--- src/rtl/clk_track_pkg.sv ---
`default_nettype none
// =============================================================================
// Module   : clk_track_pkg
// Brief    : Shared types and constants for the slow-clock edge tracker.
// Revision : 1.0 - initial release
// =============================================================================
package clk_track_pkg;

    typedef enum logic [1:0] {
        UNLOCKED = 2'd0,
        ACQUIRE  = 2'd1,
        LOCKED   = 2'd2
    } track_state_t;

    // Consecutive identical samples needed before the glitch filter accepts a level
    localparam int c_FILTER_LEN = 3;

    function automatic int match_cnt_width(input int lock_count);
        return (lock_count < 1) ? 1 : $clog2(lock_count + 1);
    endfunction

endpackage
`default_nettype wire

--- src/rtl/sync_edge_detect.sv ---
`default_nettype none
// =============================================================================
// Module   : sync_edge_detect
// Brief    : Two-flop synchronizer, optional glitch filter (GLITCH_FILTER_EN),
//            previous-sample flop and combinational rise/fall detection.
// Revision : 1.0 - initial release
// =============================================================================
module sync_edge_detect
    import clk_track_pkg::*;
(
    input  logic clk,
    input  logic rst,
    input  logic i_async,
    output logic o_rise,
    output logic o_fall,
    output logic o_level
);

    logic r_s1;
    logic r_s2;
    logic r_s3;
    logic w_level;

    always_ff @(posedge clk) begin
        if (rst) begin
            r_s1 <= 1'b0;
            r_s2 <= 1'b0;
            r_s3 <= 1'b0;
        end else begin
            r_s1 <= i_async;
            r_s2 <= r_s1;
            r_s3 <= w_level;
        end
    end

`ifdef GLITCH_FILTER_EN
    // A new level is accepted only when s2 agrees with its recent history;
    // otherwise the previously accepted level held in s3 persists.
    logic [c_FILTER_LEN-2:0] r_hist;

    always_ff @(posedge clk) begin
        if (rst) begin
            r_hist <= '0;
        end else begin
            r_hist <= {r_hist[c_FILTER_LEN-3:0], r_s2};
        end
    end

    assign w_level = (r_hist == {(c_FILTER_LEN-1){r_s2}}) ? r_s2 : r_s3;
`else
    assign w_level = r_s2;
`endif

    assign o_rise  = w_level & ~r_s3;
    assign o_fall  = ~w_level & r_s3;
    assign o_level = w_level;

endmodule
`default_nettype wire

--- src/rtl/clock_edge_tracker.sv ---
`default_nettype none
// =============================================================================
// Module   : clock_edge_tracker
// Brief    : Tracks a slow asynchronous clock in the clk domain: edge enables,
//            half-period measurement, lock and loss-of-signal (GLITCH_FILTER_EN
//            enables the input glitch filter).
// Revision : 1.0 - initial release
// =============================================================================
module clock_edge_tracker
    import clk_track_pkg::*;
#(
    parameter int EXPECTED_HALF = 2,
    parameter int TOLERANCE     = 0,
    parameter int LOCK_COUNT    = 4,
    parameter int CNT_W         = 16,
    parameter int TIMEOUT       = 8
) (
    input  logic             clk,
    input  logic             reset,
    input  logic             slow_clk_in,
    output logic             rise_pulse,
    output logic             fall_pulse,
    output logic [CNT_W-1:0] half_period,
    output logic             period_valid,
    output logic             locked,
    output logic             timeout
);

    localparam int                    c_MATCH_W   = match_cnt_width(LOCK_COUNT);
    localparam logic [CNT_W-1:0]      c_TIMEOUT   = CNT_W'(TIMEOUT);
    localparam logic [CNT_W-1:0]      c_EXPECTED  = CNT_W'(EXPECTED_HALF);
    localparam logic [CNT_W-1:0]      c_TOLERANCE = CNT_W'(TOLERANCE);
    localparam logic [c_MATCH_W-1:0]  c_LOCK_LAST = c_MATCH_W'(LOCK_COUNT - 1);

    logic                 w_rise;
    logic                 w_fall;
    logic                 w_level;
    logic                 w_edge;
    logic                 w_saturated;
    logic                 w_measure;
    logic                 w_lost;
    logic                 w_in_tol;
    logic [CNT_W-1:0]     w_diff;

    logic [CNT_W-1:0]     r_cnt;
    logic [c_MATCH_W-1:0] r_match;
    logic [c_MATCH_W-1:0] w_match_nxt;
    track_state_t         r_state;
    track_state_t         w_state_nxt;

    sync_edge_detect u_sync (
        .clk     (clk),
        .rst     (reset),
        .i_async (slow_clk_in),
        .o_rise  (w_rise),
        .o_fall  (w_fall),
        .o_level (w_level)
    );

    assign w_edge      = w_rise | w_fall;
    assign w_saturated = (r_cnt == c_TIMEOUT);
    // Measurement is armed in every state except UNLOCKED
    assign w_measure   = w_edge && (r_state != UNLOCKED) && !w_saturated;
    assign w_lost      = !w_edge && w_saturated && (r_state != UNLOCKED);
    assign w_diff      = (r_cnt >= c_EXPECTED) ? (r_cnt - c_EXPECTED) : (c_EXPECTED - r_cnt);
    assign w_in_tol    = (w_diff <= c_TOLERANCE);

    always_comb begin
        w_state_nxt = r_state;
        w_match_nxt = r_match;
        if (w_lost) begin
            w_state_nxt = UNLOCKED;
            w_match_nxt = '0;
        end else begin
            case (r_state)
                UNLOCKED: begin
                    if (w_edge) begin
                        w_state_nxt = ACQUIRE;
                        w_match_nxt = '0;
                    end
                end
                ACQUIRE: begin
                    if (w_edge && w_saturated) begin
                        w_match_nxt = '0;
                    end else if (w_measure) begin
                        if (!w_in_tol) begin
                            w_match_nxt = '0;
                        end else if (r_match == c_LOCK_LAST) begin
                            w_state_nxt = LOCKED;
                            w_match_nxt = '0;
                        end else begin
                            w_match_nxt = r_match + c_MATCH_W'(1);
                        end
                    end
                end
                LOCKED: begin
                    // A stale (saturated) edge means the signal dropped out briefly
                    if ((w_edge && w_saturated) || (w_measure && !w_in_tol)) begin
                        w_state_nxt = ACQUIRE;
                        w_match_nxt = '0;
                    end
                end
                default: begin
                    w_state_nxt = UNLOCKED;
                    w_match_nxt = '0;
                end
            endcase
        end
    end

    always_ff @(posedge clk) begin
        if (reset) begin
            r_state      <= UNLOCKED;
            r_match      <= '0;
            r_cnt        <= '0;
            rise_pulse   <= 1'b0;
            fall_pulse   <= 1'b0;
            half_period  <= '0;
            period_valid <= 1'b0;
            locked       <= 1'b0;
            timeout      <= 1'b0;
        end else begin
            r_state      <= w_state_nxt;
            r_match      <= w_match_nxt;
            if (w_edge) begin
                r_cnt <= CNT_W'(1);
            end else if (!w_saturated) begin
                r_cnt <= r_cnt + CNT_W'(1);
            end
            rise_pulse   <= w_edge & w_level;
            fall_pulse   <= w_edge & ~w_level;
            period_valid <= w_measure;
            if (w_measure) begin
                half_period <= r_cnt;
            end
            locked       <= (r_state == LOCKED);
            timeout      <= w_lost;
        end
    end

endmodule
`default_nettype wire

--- config.mk ---
export PLATFORM = sky130hd
export DESIGN_NAME = clock_edge_tracker
export DESIGN_NICKNAME = d
export VERILOG_FILES = /design/src/rtl/clk_track_pkg.sv /design/src/rtl/sync_edge_detect.sv /design/src/rtl/clock_edge_tracker.sv
export SDC_FILE = /design/constraint.sdc
export NUM_CORES = 1
export LEC_CHECK = 0
export BUFFER_PORTS_ARGS = -buffer_cell sky130_fd_sc_hd__buf_2
export CORE_MARGIN = 5
export CORE_UTILIZATION = 60
export CTS_CLUSTER_DIAMETER = 150
export DETAILED_ROUTE_END_ITERATION = 7
export PLACE_DENSITY = 0.89
export SYNTH_ARGS = -nofsm -noshare
export SYNTH_HDL_FRONTEND = slang
export SYNTH_SLANG_ARGS = --single-unit
--- constraint.sdc ---
create_clock -name clk -period 6.04 [get_ports clk]
set_input_delay 0.906 -clock clk [delete_from_list [all_inputs] [get_ports clk]]
set_output_delay 0.906 -clock clk [all_outputs]
set_load 0.05 [all_outputs]
Yosys cells after proc, flatten, opt, wreduce, memory -nomap -nowiden. Index checks and enable logic that the tools add are counted.

Bits in registers: 45. Input port bits: 3. Output and inout port bits: 21. Logic and storage cells: 71.

Add/subtract/negate cells: 4. Order comparisons: 2. Eq/ne operators: 12. Mux-type cells: 17. Bitwise logic cells: 7. Reduce and logical (&&, ||, !) cells: 16.

Operators by type and width (count): $mux W3 (6); $add A16 B1 Y16 const B (1); $eq A16 B4 Y1 const B (1); $ge A16 B2 Y1 const B (1); $le A16 B1 Y1 const B (1); $mux W16 (1); $sub A16 B2 Y16 const B (1); $sub A2 B16 Y16 const A (1); $ne A2 B2 Y1 const B (7); $mux W2 (6); $pmux W3 S3 (1); $logic_and A1 B1 Y1 (6); $pmux W2 S3 (1); $reduce_and A6 Y1 (1); $and A1 B1 Y1 (4); $reduce_or A2 Y1 (2); $add A3 B1 Y3 const B (1); $eq A3 B2 Y1 const B (1); $logic_not A1 Y1 (3); $ne A3 B3 Y1 const B (1); $reduce_and A3 Y1 (1); $eq A2 B1 Y1 const B (1); $eq A2 B2 Y1 const B (1); $logic_not A2 Y1 (1); other kinds (5) (7).

Logic depth before layout (Yosys ltp). Gate-level depths: netlist of the first run.

Depth after elaboration: 9. Depth in mapped cells: 11. Mapped depth without buffers: 9.

By module. Synthesis of the first run repeated with hierarchy kept, for this count alone.

Cell total of the unflattened synthesis: 252. Area total of the unflattened synthesis: 2115.8 µm².

Modules (own cells, without submodules): clock_edge_tracker (instances 1, cells each 244, area each 2024.4 µm², seq. area each 840.8 µm²); sync_edge_detect (instances 1, cells each 8, area each 91.3 µm², seq. area each 60.1 µm²).

Worst setup path after synthesis of the first run. No wires, ideal clock.

Kind: reg-to-reg. Start: register r_cnt[1]. End: register r_state[0]. Arrival: 2415 ps. Data required time: 5920 ps. Setup slack: 3505 ps. Cell stages (with the launch flop): 11. Buffers on the path: 1. Cells stage by stage: dfxtp_1 inv_1 ha_1 and3b_1 and4_1 clkbuf_1 nor3_1 nand3_1 a2111oi_0 a211oi_1 or2_1.

Word-level cells in the longest chain between the ends: 8.

Ends and longest elaborated chain: start: declaration (line clock_edge_tracker.sv:45) `logic [CNT_W-1:0] r_cnt;`; start signal: assignment (line clock_edge_tracker.sv:128) `r_cnt <= r_cnt + CNT_W'(1);`; $sub A2 B16 Y16, or another cell as far along (line clock_edge_tracker.sv:65) `assign w_diff = (r_cnt >= c_EXPECTED) ? (r_cnt - c_EXPECTED) : (c_EXPECTED - r_cnt);`; $mux W16 (line clock_edge_tracker.sv:65); $le A16 B1 Y1 (line clock_edge_tracker.sv:66) `assign w_in_tol = (w_diff <= c_TOLERANCE);`; $logic_not A1 Y1 (line clock_edge_tracker.sv:98) `if ((w_edge && w_saturated) || (w_measure && !w_in_tol)) begin`; $logic_and A1 B1 Y1 (line clock_edge_tracker.sv:98); $logic_or A1 B1 Y1 (line clock_edge_tracker.sv:98); $ne A2 B2 Y1 (no line); $reduce_and A6 Y1 (no line); end signal: assignment (line clock_edge_tracker.sv:123) `r_state <= w_state_nxt;`; end: declaration (line clock_edge_tracker.sv:48) `track_state_t r_state;`.

Parallel ways exist; a longest one is shown, timed or not. A chain may end at the register's enable or synchronous reset.

Worst setup path after layout of the first run. Ends and elaborated chain as after synthesis.

==> results of run 1 <==
-- state kept, by name, summed over array words and instances, names as in the netlist --
| signal | count |
|---|---|
| r_state | 2 |
| fall_pulse | 1 |
| locked | 1 |
| u_sync.r_s3 | 1 |
| period_valid | 1 |
| r_cnt | 16 |
| u_sync.r_s1 | 1 |
| r_match | 3 |
| half_period | 16 |
| timeout | 1 |
| rise_pulse | 1 |
| u_sync.o_level | 1 |
-- cell usage in the layout, fill, tap and decap left out, types with 6 or more instances in the layout --
cell type,netlist,routed
a21oi_1,24,24
buf_2,2,23
dfxtp_1,45,45
ha_1,9,9
inv_1,11,11
nand2_1,46,46
nand3_1,9,9
nand4_1,7,7
nor2_1,31,31
nor2b_1,8,8
nor3_1,12,12
nor4_1,6,6
o21ai_0,7,7
xnor2_1,6,6
xor2_1,8,8
-- how the worst min path moves through the flow --
stage                      startpoint              to  cells past startpoint
after detailed placement  u_sync.r_s1  u_sync.o_level                      1
after CTS                 u_sync.r_s1  u_sync.o_level                      1
after global placement    u_sync.r_s1  u_sync.o_level                      1
after global routing      u_sync.r_s1  u_sync.o_level                      1
final                     u_sync.r_s1  u_sync.o_level                      1
after floorplan           u_sync.r_s1  u_sync.o_level                      1
-- logic make-up (layout without fill, tap and decap cells) --
group	Yosys count	count (layout)	synth area share (%)
buffers and inverters	37	43	7.92
AO/OA/AOI/OAI	50	50	13.0
AND/OR/NAND/NOR	150	150	32.1
flip-flops	45	45	37.3
XOR/XNOR	14	14	5.08
adder cells (fa/ha/maj)	9	9	4.66
-- stage by stage --
stage	utilization [%]	total power [W]	setup WS [ps]	hold WS [ps]	instance area, um^2
finish	65.0	0.000603	3170	448	2560
floorplan	-	0.000369	3510	414	2420
CTS	65.0	0.000604	3230	450	2560
global placement	62.2	0.000379	3350	418	2450
global route	65.0	0.000626	2930	471	2560
detailed placement	62.2	0.000380	3240	428	2450
-- routing by layer --
metal	part of all wire, %	track usage, %	up-vias	routed length [um]
met5	0	0	-	0
li1	-	-	1058	-
met3	7.3	4.24	7	389
met1	44	29.2	974	2380
met2	47	34.8	97	2500
met4	1.5	7.44	0	82
-- final cells by class --
type / count / area (um^2) / share of cell area [%]
repair buffers: 24 / 123 / 4.79
inverters: 11 / 41.3 / 1.61
clock buffers: 6 / 72.6 / 2.83
well taps: 50 / 62.6 / 2.44
flip-flops and latches: 45 / 901 / 35.2
clock inverters: 2 / 38.8 / 1.51
multi-input cells: 223 / 1320 / 51.7
-- power breakdown --
group	switching (W)	leakage, nW	total [W]	internal [W]
Clock	0.000104	0.0554	0.000228	0.000124
Sequential	0.00000510	0.364	0.000305	0.000300
Combinational	0.0000444	0.602	0.0000696	0.0000252
==> summary.md, run 1 <==
| Metric | Value |
|---|---|
| Sink Count | 45 |
| Final Hold Violating Endpoints | 0 |
| Library cells used by synthesis | 49 |
| Critical Path RT | 6240 ps |
| CTS tree | yes |
| WP depth | 9 |
| Crit-path max FO | 9 |
| Critical setup path kind | reg2reg |
| Fillers | 353 |
| Post-Syn Area | 0.00242 mm^2 |
| Post-CTS Hold Fix Bufs | 0 |
| I/O Buffers | 23 |
| Slowest-stage cell, CP | nor3b_1 |
| Crit end category | flip-flop |
| HPWL after detailed placement | 3700 um |
| Initial Util | 61.3% |
| Non-filler cells, final | 361 |
| Sequential share of the synthesized area | 37.3% |
| Vias in the first global route | 1,999 |
| Synth Net Count | 317 |
| Clock skew | 11.4 ps |
| First-pass detailed-route iteration total | 7 |
| Commonest cells in the netlist | 46 x nand2_1, 45 x dfxtp_1, 31 x nor2_1 |
| Die height | 73.5 um |
| Synthesis-stage register bit count | 45 |
| Leak | 1.02 nW |
| Share of layout cells above drive strength 1 | 12.9% |
| Core outline area | 0.00394 mm^2 |
| Area contributors post-synth | dfxtp_1 37%, nand2_1 7.1%, a21oi_1 5.0% |
| R2R depth | 9 |
| IO Pins | 24 |
| Global-route wire length before repair | 9340 um |
| Total vias in the final route | 2,136 |
| Die X | 73.5 um |
| Inst Count DP | 353 |
| Final Cycle Share | 47.5% |
| Pin count of the biggest net entering global routing | 30 |
| Resized Gates After CTS | 0 |
| NumNets Final | 322 |
| Routed Wire Length | 5360 um |
| Ys flop type | dfxtp_1 |
| R2R setup slack | 3170 ps |
| Setup TNS | 0 ps |
| Layout area overhead | 6.06% |
| Type of origin of the critical path | flip-flop |
| Worst r2r src | r_cnt[1] |
| CP Capture Point | r_state[0] |
| Avg Cell Area, Syn | 7.92 um^2 |
| CTS Buf Count | 5 |
| Top delay family on crit path | simple AND/OR/NAND/NOR gates |
| Number of flops mapped to enable cells by yosys | 0 |
| Clock-pin transition on the worst setup and hold timing paths | 90 ps |
| Maxcap violations | 0 |
| WP buf/inv | 1 |
| P per Cell Area | 235 mW/mm^2 |
| Critical Path Source | r_cnt[1] |
| GRT Overall Usage | 21.8% |
| Setup violators final | 0 |
| DRC violations left | 0 |
| ANT nets after route | 0 |
| Top cell type's share of synthesized area | 37.3% |
| Ant. Diodes | 0 |
| GR Overflow Total | 0 |
| Root Buffer | clkbuf_8 |
| Max transition margin | 45.7% |
| Result of the run | finished, final reports clean |
| Cell with the most instances after synthesis | nand2_1 |
| Fin crit period | 2870 ps |
| VDD IR max | 114 uV |
| Cell Chain, Critical Path | inv_1 > ha_1 > nor3b_1 > and3_1 > o21ai_2 > xnor2_1 > nor4_4 > a2111oi_0 > or2_1 |
| Initial antenna violation count | 0 |
| YS warnings | 0 |
| Worst Hold Class | reg2reg |
| Max Root-Sink Buffers | 2 |
| Htree depth | 2 |
| # Post-CTS Setup Buffers | 0 |
| Ys async rst share | 0% |
| RR Endpoint | r_state[0] |
| Routed vias/inst | 5.92 |
| Later-pin clock latency in the skew report | 300 ps |
| Pins Over Slew Limit | 0 |
| Row cnt | 23 |
| Unrepaired setup endpoints after global routing | false |
| DIE AREA | 0.00540 mm^2 |
| Routed len/inst | 14.8 um |
| CP max stage delay | 690 ps |
| Slew @ Worst Pin | 812 ps |
| Initial drt markers | 347 |
| Arr. time, crit path | 3070 ps |
| Routability cong. | 0.963 |
| Post-Synthesis Cells | 305 |
| Dominant cell type by area after synthesis | dfxtp_1 |
| F_max | 0.348 GHz |
Power figures use the tool's default switching activity.
==> inputs of run 2 (changes only) <==
--- a/config.mk
+++ b/config.mk
@@ -7,10 +7,10 @@
 export LEC_CHECK = 0
 export BUFFER_PORTS_ARGS = -buffer_cell sky130_fd_sc_hd__buf_2
 export CORE_MARGIN = 5
-export CORE_UTILIZATION = 60
+export CORE_UTILIZATION = 58
 export CTS_CLUSTER_DIAMETER = 150
 export DETAILED_ROUTE_END_ITERATION = 7
-export PLACE_DENSITY = 0.89
+export PLACE_DENSITY = 0.86
 export SYNTH_ARGS = -nofsm -noshare
 export SYNTH_HDL_FRONTEND = slang
 export SYNTH_SLANG_ARGS = --single-unit
==> constraint.sdc (replaced) <==
create_clock -name clk -period 2.87 [get_ports clk]
set_input_delay 0.4305 -clock clk [delete_from_list [all_inputs] [get_ports clk]]
set_output_delay 0.4305 -clock clk [all_outputs]
set_load 0.05 [all_outputs]
==> run 2 against run 1 <==
Effect of this change: maximum frequency increased by 7.7%; total power grew 97%; setup slack lost 3000 ps; utilization increased by 0.35 points; non-clock buffer count is 12 higher; global-route usage shrank 0.65 points; largest power group unchanged; register-to-register slack worse by 3000 ps; clock-buffer cell count down 1; via count rose by 2.4%; sequential power is 110% higher.
==> summary.md, run 2 (synthesized netlist as in run 1, its figures left out) <==
| Metric | Value |
|---|---|
| Min Hold Slack | 341 ps |
| Clock-pin transition on the worst setup and hold timing paths | 90 ps |
| Final instance area | 0.00263 mm^2 |
| GR Overflow Total | 0 |
| Unrepaired setup endpoints after global routing | false |
| Global-route wire length before repair | 9160 um |
| Pins Over Slew Limit | 0 |
| Crit end category | flip-flop |
| Worst Hold Class | in2reg |
| Switching power | 0.000326 W |
| Biggest regs | half_period x16, r_cnt x16, r_match x3 |
| GRT Overall Usage | 21.1% |
| Initial drt markers | 252 |
| DIE AREA | 0.00556 mm^2 |
| Die X | 74.5 um |
| Row cnt | 23 |
| Critical setup path kind | reg2reg |
| ANT nets after route | 0 |
| Setup violators final | 0 |
| Slew @ Worst Pin | 661 ps |
| First-pass detailed-route iteration total | 4 |
| Type of origin of the critical path | flip-flop |
| Resized Gates After CTS | 0 |
| Fin crit period | 2670 ps |
| NumNets Final | 334 |
| HPWL after detailed placement | 4000 um |
| Sw Ratio | 27.5% |
| Root Buffer | clkbuf_8 |
| Max transition margin | 55.8% |
| Routed Wire Length | 5550 um |
| Vias in the first global route | 1,947 |
| DRC violations left | 0 |
| P per Cell Area | 451 mW/mm^2 |
| Routed vias/inst | 5.86 |
| Total vias in the final route | 2,187 |
| Later-pin clock latency in the skew report | 300 ps |
| Initial Util | 60.0% |
| Crit-path max FO | 6 |
| I/O Buffers | 23 |
| Sink Count | 45 |
| Routability cong. | 0.972 |
| Leak | 1.08 nW |
| IO Pins | 24 |
| Routed len/inst | 14.9 um |
| Place WS | 257 ps |
| Critical Path Source | r_cnt[0] |
| # Post-CTS Setup Buffers | 0 |
| R2R depth | 8 |
| RR Endpoint | r_state[0] |
| Share of layout cells above drive strength 1 | 16.4% |
| Ant. Diodes | 0 |
| Final Hold Violating Endpoints | 0 |
| Pin count of the biggest net entering global routing | 30 |
| Htree depth | 2 |
| VDD IR max | 320 uV |
| Initial antenna violation count | 0 |
| Int Power | 0.000861 W |
| Seq pwr share | 54.1% |
| Final Cycle Share | 92.9% |
| CTS tree | yes |
| Most common cell after layout, fill and taps aside | nand2_1 |
| Clock skew | 9.63 ps |
| CTS Buf Count | 5 |
| Core outline area | 0.00403 mm^2 |
| Setup TNS | 0 ps |
| Post-CTS Hold Fix Bufs | 0 |
| Clock network power share | 32.9% |
| Max Root-Sink Buffers | 2 |
| Critical Path RT | 3060 ps |
| Layout area overhead | 8.96% |
| Commonest cells after routing, fill and taps aside | 46 x nand2_1, 45 x dfxtp_1, 31 x nor2_1, 24 x a21oi_1, 23 x buf_2 |
| Share of power burned in combinational logic | 12.9% |
| Arr. time, crit path | 2860 ps |
| R2R setup slack | 200 ps |
| Worst r2r src | r_cnt[0] |
| Die height | 74.5 um |
| Area after DPL | 0.00254 mm^2 |
| CP Capture Point | r_state[0] |
| Maxcap violations | 0 |
| F_max | 0.375 GHz |
| Final WS setup | 205 ps |
| Result of the run | finished, final reports clean |
## run 2: changes by cell type in the layout (fill, tap and decap cells not counted), sizes merged
cell    delta
clkbuf     -1
buf       +12
bufinv     -1
clkinv     +2
## run 2: power by group through the flow
| stage | sequential, W | clock [W] | combinational, W |
|---|---|---|---|
| after CTS | 0.000642 | 0.000394 | 0.000152 |
| after detailed placement | 0.000657 | 0 | 0.000151 |
| final | 0.000643 | 0.000391 | 0.000154 |
| after floorplan | 0.000656 | 0 | 0.000121 |
| after global placement | 0.000656 | 0 | 0.000150 |
| after global routing | 0.000644 | 0.000432 | 0.000169 |
## run 2: final cells by class
type | count | area (um^2)
clock buffer | 5 | 68.8
clock inverter | 3 | 22.5
fill | 345 | 1400
inverter | 11 | 41.3
multi-input combinational | 223 | 1320
sequential | 45 | 901
tap | 50 | 62.6
timing repair buffer | 36 | 213
## run 2: worst max-delay path, stage by stage (launching register included)
cell and delay [ps]:
dfxtp_1 420, inv_1 110, ha_1 240, or4_1 640
o311ai_2 300, nand4_2 140, nor4_4 310, a2111oi_0 160
or2_1 220
## run 2: layer usage
layer / GRT usage, % / vias to the layer above / wire length, um
met1: 28.5 / 1007 / 2460
met5: 0 / - / 0
met3: 4.46 / 9 / 401
li1: - / 1082 / -
met4: 4.94 / 0 / 59
met2: 34.6 / 89 / 2620
## run 2: worst min path at each step
stage	from	end	slack, ps	depth (start not counted)
floorplan	u_sync.r_s1	u_sync.o_level	410	1
global route	slow_clk_in	u_sync.r_s1	360	2
detailed placement	u_sync.r_s1	u_sync.o_level	430	1
CTS	slow_clk_in	u_sync.r_s1	340	2
global placement	u_sync.r_s1	u_sync.o_level	420	1
finish	slow_clk_in	u_sync.r_s1	340	2
## run 2: metrics by stage
step / util, % / power (W) / instances
after floorplan: - / 0.000777 / 305
after global placement: 63.1 / 0.000806 / 365
after detailed placement: 63.1 / 0.000808 / 365
after CTS: 65.3 / 0.00119 / 373
after global routing: 65.3 / 0.00125 / 373
final: 65.3 / 0.00119 / 373
